`src/rtl/parking_gate_ctrl.sv`:
```
// Entry/exit barrier controller: debounces lane requests, checks vacancy on entry,
// drives both barriers and emits one classed event per completed passage.
module parking_gate_ctrl #(
  parameter int DEBOUNCE_CYCLES = 4,
  parameter int PASS_TIMEOUT    = 64,
  parameter int TO_W            = 7
) (
  input  logic       clk,
  input  logic       reset,
  input  logic       entry_req,
  input  logic       entry_is_uni,
  input  logic       entry_pass,
  input  logic       exit_req,
  input  logic       exit_is_uni,
  input  logic       exit_pass,
  input  logic       uni_is_vacated_space,
  input  logic       is_vacated_space,
  output logic       entry_gate_open,
  output logic       exit_gate_open,
  output logic       car_entered,
  output logic       is_uni_car_entered,
  output logic       car_exited,
  output logic       is_uni_car_exited,
  output logic       entry_denied,
  output logic [1:0] gate_timeout
);

  // state   | meaning
  // S_IDLE  | gate closed, waiting for a debounced request
  // S_CHECK | one cycle: latch class, sample vacancy
  // S_OPEN  | gate open, waiting for the beam (timeout running)
  // S_PASS  | car in beam, event fires when the beam clears
  // S_CLEAR | gate closed, waiting for the request to drop
  typedef enum logic [2:0] {S_IDLE, S_CHECK, S_OPEN, S_PASS, S_CLEAR} state_t;

  localparam int              DB_W    = $clog2(DEBOUNCE_CYCLES + 1);
  localparam logic [DB_W-1:0] DB_LAST = DB_W'(DEBOUNCE_CYCLES - 1);
  localparam logic [TO_W-1:0] TO_LAST = TO_W'(PASS_TIMEOUT - 1);

  // Index 0 is the entry lane, index 1 the exit lane.
  logic [1:0]      req_raw, uni_raw, pass_raw, vacant;
  logic [DB_W-1:0] db_cnt_q [2];
  logic [1:0]      req_db_q, pass_q;
  state_t          state_q [2];
  state_t          state_d [2];
  logic [TO_W-1:0] to_cnt_q [2];
  logic [TO_W-1:0] to_cnt_d [2];
  logic [1:0]      uni_q, uni_d;
  logic [1:0]      gate_q, gate_d, done_q, done_d, done_uni_q, done_uni_d;
  logic [1:0]      timeout_q, timeout_d;
  logic            denied_q, denied_d;

  assign req_raw  = {exit_req, entry_req};
  assign uni_raw  = {exit_is_uni, entry_is_uni};
  assign pass_raw = {exit_pass, entry_pass};
  // The exit lane never refuses a car.
  assign vacant   = {1'b1, entry_is_uni ? uni_is_vacated_space : is_vacated_space};

  always_ff @(posedge clk) begin
    if (reset) begin
      for (int i = 0; i < 2; i++) db_cnt_q[i] <= '0;
      req_db_q <= '0;
      pass_q   <= '0;
    end else begin
      pass_q <= pass_raw;
      for (int i = 0; i < 2; i++) begin
        if (!req_raw[i]) begin
          db_cnt_q[i] <= '0;
          req_db_q[i] <= 1'b0;
        end else if (db_cnt_q[i] == DB_LAST) begin
          req_db_q[i] <= 1'b1;
        end else begin
          db_cnt_q[i] <= db_cnt_q[i] + 1'b1;
        end
      end
    end
  end

  always_ff @(posedge clk) begin
    if (reset) begin
      for (int i = 0; i < 2; i++) begin
        state_q[i]  <= S_IDLE;
        to_cnt_q[i] <= '0;
      end
      uni_q      <= '0;
      gate_q     <= '0;
      done_q     <= '0;
      done_uni_q <= '0;
      timeout_q  <= '0;
      denied_q   <= 1'b0;
    end else begin
      for (int i = 0; i < 2; i++) begin
        state_q[i]  <= state_d[i];
        to_cnt_q[i] <= to_cnt_d[i];
      end
      uni_q      <= uni_d;
      gate_q     <= gate_d;
      done_q     <= done_d;
      done_uni_q <= done_uni_d;
      timeout_q  <= timeout_d;
      denied_q   <= denied_d;
    end
  end

  always_comb begin
    uni_d      = uni_q;
    gate_d     = '0;
    done_d     = '0;
    done_uni_d = '0;
    timeout_d  = '0;
    denied_d   = (state_q[0] == S_CHECK) && !vacant[0];
    for (int i = 0; i < 2; i++) begin
      state_d[i]  = state_q[i];
      to_cnt_d[i] = '0;
      case (state_q[i])
        S_IDLE: if (req_db_q[i]) state_d[i] = S_CHECK;
        S_CHECK: begin
          uni_d[i]   = uni_raw[i];
          state_d[i] = vacant[i] ? S_OPEN : S_CLEAR;
        end
        S_OPEN: begin
          if (pass_q[i]) begin
            state_d[i] = S_PASS;
          end else if (to_cnt_q[i] == TO_LAST) begin
            timeout_d[i] = 1'b1;
            state_d[i]   = S_CLEAR;
          end else begin
            to_cnt_d[i] = to_cnt_q[i] + 1'b1;
          end
        end
        S_PASS: begin
          if (!pass_q[i]) begin
            done_d[i]     = 1'b1;
            done_uni_d[i] = uni_q[i];
            state_d[i]    = S_CLEAR;
          end
        end
        S_CLEAR: if (!req_db_q[i]) state_d[i] = S_IDLE;
        default: state_d[i] = S_IDLE;
      endcase
      gate_d[i] = (state_d[i] == S_OPEN) || (state_d[i] == S_PASS);
    end
  end

  assign entry_gate_open    = gate_q[0];
  assign exit_gate_open     = gate_q[1];
  assign car_entered        = done_q[0];
  assign is_uni_car_entered = done_uni_q[0];
  assign car_exited         = done_q[1];
  assign is_uni_car_exited  = done_uni_q[1];
  assign entry_denied       = denied_q;
  assign gate_timeout       = timeout_q;

endmodule
```
`config.mk`:
```
export PLATFORM = sky130hd
export DESIGN_NAME = parking_gate_ctrl
export DESIGN_NICKNAME = d
export VERILOG_FILES = /design/src/rtl/parking_gate_ctrl.sv
export SDC_FILE = /design/constraint.sdc
export NUM_CORES = 1
export LEC_CHECK = 0
export CORE_ASPECT_RATIO = 0.7
export CORE_UTILIZATION = 35
export CTS_CLUSTER_DIAMETER = 150
export CTS_CLUSTER_SIZE = 16
export DETAILED_ROUTE_END_ITERATION = 12
export GPL_TIMING_DRIVEN = 0
export HOLD_SLACK_MARGIN = 0.05
export PLACE_DENSITY = 0.51
export REMOVE_ABC_BUFFERS = 1
export SETUP_SLACK_MARGIN = 0.05
export SLEW_MARGIN = 20
export SYNTH_ARGS = -nofsm -noshare
export SYNTH_HDL_FRONTEND = slang
export SYNTH_SLANG_ARGS = --single-unit
```
`constraint.sdc`:
```
create_clock -name clk -period 1.9 [get_ports clk]
set_input_delay 0.38 -clock clk [delete_from_list [all_inputs] [get_ports clk]]
set_output_delay 0.38 -clock clk [all_outputs]
set_load 0.01 [all_outputs]
```
# Word-level counts from Yosys, hierarchy flattened
# Memories as Yosys holds them, arrays and structs flattened.
# Index checks and enable logic that the tools add are counted.
dict set report classes {
  bitwise 14
  addsub 4
  n_mux 49
  reduce_logical 14
  eq_ne 16
}
# operator n
set ops {}
lappend ops {{2-to-1 mux 7 bit} 8}
lappend ops {{2-to-1 mux 3 bit} 17}
lappend ops {{equality test 3 x 2 -> 1 bit, second input constant} 10}
lappend ops {{case mux 3 bit (5 select lines)} 2}
lappend ops {{2-to-1 mux 1 bit} 22}
lappend ops {{adder 7 x 1 -> 7 bit, second input constant} 2}
lappend ops {{equality test 7 x 6 -> 1 bit, second input constant} 2}
lappend ops {{OR reduction 3 bit} 4}
lappend ops {{bitwise OR 1 bit} 8}
lappend ops {{OR reduction 2 bit} 4}
lappend ops {{adder 3 x 1 -> 3 bit, second input constant} 2}
lappend ops {{equality test 3 x 1 -> 1 bit, second input constant} 2}
lappend ops {{equality test 3 bit, second input constant} 2}
lappend ops {{zero test 3 bit} 2}
lappend ops {{NOT 1 bit} 6}
lappend ops {{logical OR 1 bit} 2}
lappend ops {{logical AND 1 bit} 1}
lappend ops {{zero test 1 bit} 1}
dict set report totals {
  inputBits 10
  out_inout_bits 9
  regBits 15
  wordCells 113
  memories 3
  ram_bits 26
}
# memory depth word_bits read_ports rd_ports_with_merged_regs wr line_no
set memory_table {}
lappend memory_table {to_cnt_q 2 7 2 0 2 46} ;# logic [TO_W-1:0] to_cnt_q [2];
lappend memory_table {db_cnt_q 2 3 2 0 2 42} ;# logic [DB_W-1:0] db_cnt_q [2];
lappend memory_table {state_q 2 3 2 0 2 44} ;# state_t state_q [2];

# Depth between registers and ports, before layout
# An unclocked memory read counts as a cell.
dict set report logic_depth {
  ltp_word 7
  ltp_mapped 4
  mapped_depth_nobuf 4
}

# Worst setup path before layout
# OpenSTA, ideal clock, no wires.
dict set report synth_path {
  path_type {register -> register}
  start {memory db_cnt_q[0][0] in the netlist's numbering}
  end {memory db_cnt_q[0][0] in the netlist's numbering (data pin)}
  required_ns 1.761
  arrival_ns 1.324
  slack_ns 0.437
  path_buffers 0
  setup_time_ns 0.139
  period_less_slack_ns 1.463
  path_stages_with_launch 5
  cell_sequence {edfxtp_1 -> ha_1 -> ha_1 -> or3b_2 -> nor2_1}
}
# item line_no
set synth_rtl {}
lappend synth_rtl {{start: declaration} 42}

==> flow_summary.toml <==
[run_status]
status = "finished, final reports clean"

[grt]
overflow = 0
grt_pass1_wl_mm = 4.76
track_usage = 0.124
grt_pass1_vias = 1101
grt_max_degree = 16
antenna_found_initial = 0

[timing]
setup_viol = 0
fin_crit_sh = 0.877
slew_headroom = 0.634
period_minus_slack_ns = 1.67
finalHoldViolCount = 0
skew_ns = 0.00422
tightest_slew_ns = 0.548
max_freq_mhz = 600
setup_tns_ns = 0
grt_setup_unrepaired = "false"
slew_viol_final = 0

[power]
peakVddDrop_v = 0.000367
p_per_area_nw_per_um2 = 813
power_mw = 1.60
p_leak_nw = 0.677

[floorplan]
die_h_microns = 58.9
fp.dieArea_sq_um = 4900
start_util = 0.369
core_sq_um = 4380
dieWidth_microns = 83.2
num_io_pins = 19
core.rowCount = 20

[yosys]
yosysWarnings = 0
synth_edf_count = 6
synth_area_per_cell_sq_um = 10.8
syn_inst = 150
synth-main-ff-cell = "dfxtp_1"
synth_cell_types = 41
ys_seq_area_frac = 0.545
synthArstFlopShare = 0
synth.cell_area_sq_um = 1620
synth_seq_cells = 41

[worst_setup_path]
path_cells = "clkdlybuf4s50_1 -> nor4b_4 -> o211ai_2 -> a21oi_2"
critPathKind = "input port to flop"
critPathCaptureType = "flop"
cpMaxStageDelayCell = "clkdlybuf4s50_1"
cp.arrival_ns = 1.89
worst-path-buf-inv = 1
cpLargestDelayFamily = "buffers and inverters"
crit_path_start_kind = "input port"
worst-path-max-fanout = 15
max_stage_delay_ns = 0.69
required_ns = 2.12

[clock_network]
ctsHoldBuffers = 0
cts.clk_slew.worst_paths_ns = 0.07
cts_tree = "built"
post_cts_buffers = 0
clock-sinks = 41
cts-root-buf = "clkbuf_8"
cts_made_buffers = 5
htree_levels = 2
cts_resized = 0
cts_buffer_depth = 2
clkLatencyLatePin_ns = 0.28

[routing]
viasPerCell = 4.81
drtIter0Drc = 18
dr.pass1.iters = 3
drcViolationCount = 0
postRouteAntennaNets = 0
routed_wl_mm = 2.59
num_vias = 1101
wire_per_inst_microns = 11.3

[run]
drv_cap = 0

[placed_design]
gp_congestion = 0.652
io_buffers = 18
hpwl_mm = 1.89

[finish]
n_fill_cell = 418
drive_gt1_frac = 0.103
nets = 189
areaGrowthSynthToFinish_pct = 21.5
antenna_cells = 0

[hold_path]
hold_class = "flop to flop"
==> cells by family (layout without fill, tap and decap cells) <==
| family | count (synthesis) | in the layout | share of synthesized area |
|---|---|---|---|
| AOI/OAI and AO/OA | 21 | 21 | 0.0960 |
| xor gates and xnor gates | 6 | 6 | 0.0325 |
| adders and majority gates | 6 | 6 | 0.0464 |
| buffers and inverters | 9 | 33 | 0.0240 |
| DFF | 41 | 41 | 0.545 |
| muxes | 3 | 3 | 0.0193 |
| and+or+nand+nor | 64 | 64 | 0.237 |
==> cells in the mapped netlist (2+ instances only) <==
| master | number | area share |
|---|---|---|
| dfxtp_1 | 35 | 0.43 |
| nor2_1 | 19 | 0.044 |
| nor3b_1 | 8 | 0.037 |
| inv_1 | 7 | 0.016 |
| edfxtp_1 | 6 | 0.11 |
| ha_1 | 6 | 0.046 |
| nor3_1 | 6 | 0.019 |
| a21oi_1 | 5 | 0.015 |
| nand2_1 | 5 | 0.012 |
| o21ai_0 | 5 | 0.015 |
| nand3_1 | 4 | 0.012 |
| nand3b_1 | 4 | 0.019 |
| xor2_1 | 4 | 0.022 |
| nor2b_1 | 3 | 0.012 |
| a311oi_1 | 2 | 0.011 |
| and2_1 | 2 | 0.0077 |
| mux2i_1 | 2 | 0.012 |
| o31ai_1 | 2 | 0.0093 |
| or3_1 | 2 | 0.0077 |
| xnor2_1 | 2 | 0.011 |
==> placed cells by master, fill, tap and decap left out, types with 2 or more instances in the layout <==
cell type and count:
xor2_1 4, xnor2_1 2, o21ai_0 5, a21oi_1 5, mux2i_1 2, nand2_1 5
clkbuf_8 6, dfxtp_1 35, ha_1 6, o31ai_1 2, nand3b_1 4, nor2_1 19
edfxtp_1 6, nand3_1 4, clkdlybuf4s50_1 18, nor2b_1 3, a311oi_1 2, nor3_1 6
or3_1 2, inv_1 7, nor3b_1 8, and2_1 2
==> metrics by stage <==
stage	setup WS (ns)	utilization	instance area [sq um]	cells	hold slack, ns
after floorplan	0.437	-	1600	148	0.418
after global placement	-0.0785	0.423	1850	221	0.430
after detailed placement	-0.117	0.423	1850	221	0.443
after CTS	0.187	0.449	1960	229	0.456
after global routing	0.0602	0.449	1960	229	0.468
final	0.233	0.449	1960	229	0.453
==> per-layer routing <==
metal  vias to the layer above  wire, microns  global-route usage
met5                         -              0                   0
met4                         0             34              0.0640
met3                         5            109              0.0421
met2                        17           1130               0.191
met1                       500           1320               0.158
li1                        579              -                   -
==> final timing paths <==
kind / end / slack [ns] / cells past startpoint / startpoint
hold reg to reg: to_cnt_q[0][0] / 0.45 / 1 / to_cnt_q[0][0]
hold / removal: to_cnt_q[0][0] / 0.45 / 1 / to_cnt_q[0][0]
setup / recovery: to_cnt_q[0][5] / 0.23 / 4 / reset
setup reg to reg: db_cnt_q[0][0] / 0.35 / 4 / db_cnt_q[0][0]
==> report_power, final <==
group          switching [mW]  internal [mW]  leakage, nW
logic                  0.0200         0.0281        0.265
registers             0.00502          0.886        0.355
clock network           0.282          0.375       0.0566
==> final cells by class <==
| cell class | instances | area [sq um] | area share |
|---|---|---|---|
| multi-input combinational | 100 | 697 | 0.355 |
| sequential | 41 | 881 | 0.448 |
| inverter | 7 | 26.3 | 0.0134 |
| tap | 55 | 68.8 | 0.0350 |
| clock buffer | 8 | 111 | 0.0567 |
| timing repair buffer | 18 | 180 | 0.0917 |
==> worst register-to-register path: stages, from the launching register on <==
cell      delay [ns]
edfxtp_1        0.40
ha_1            0.22
ha_1            0.20
or3b_2          0.50
nor2_1          0.10
==> state kept, by name, summed over array words and instances, names as in the netlist <==
signal        count
to_cnt_q         14
gate_q            2
state_q           6
db_cnt_q          6
entry_denied      1
gate_timeout      2
done_uni_q        2
done_q            2
pass_q            2
uni_q             2
req_db_q          2
(Power assumes the default switching activity.)
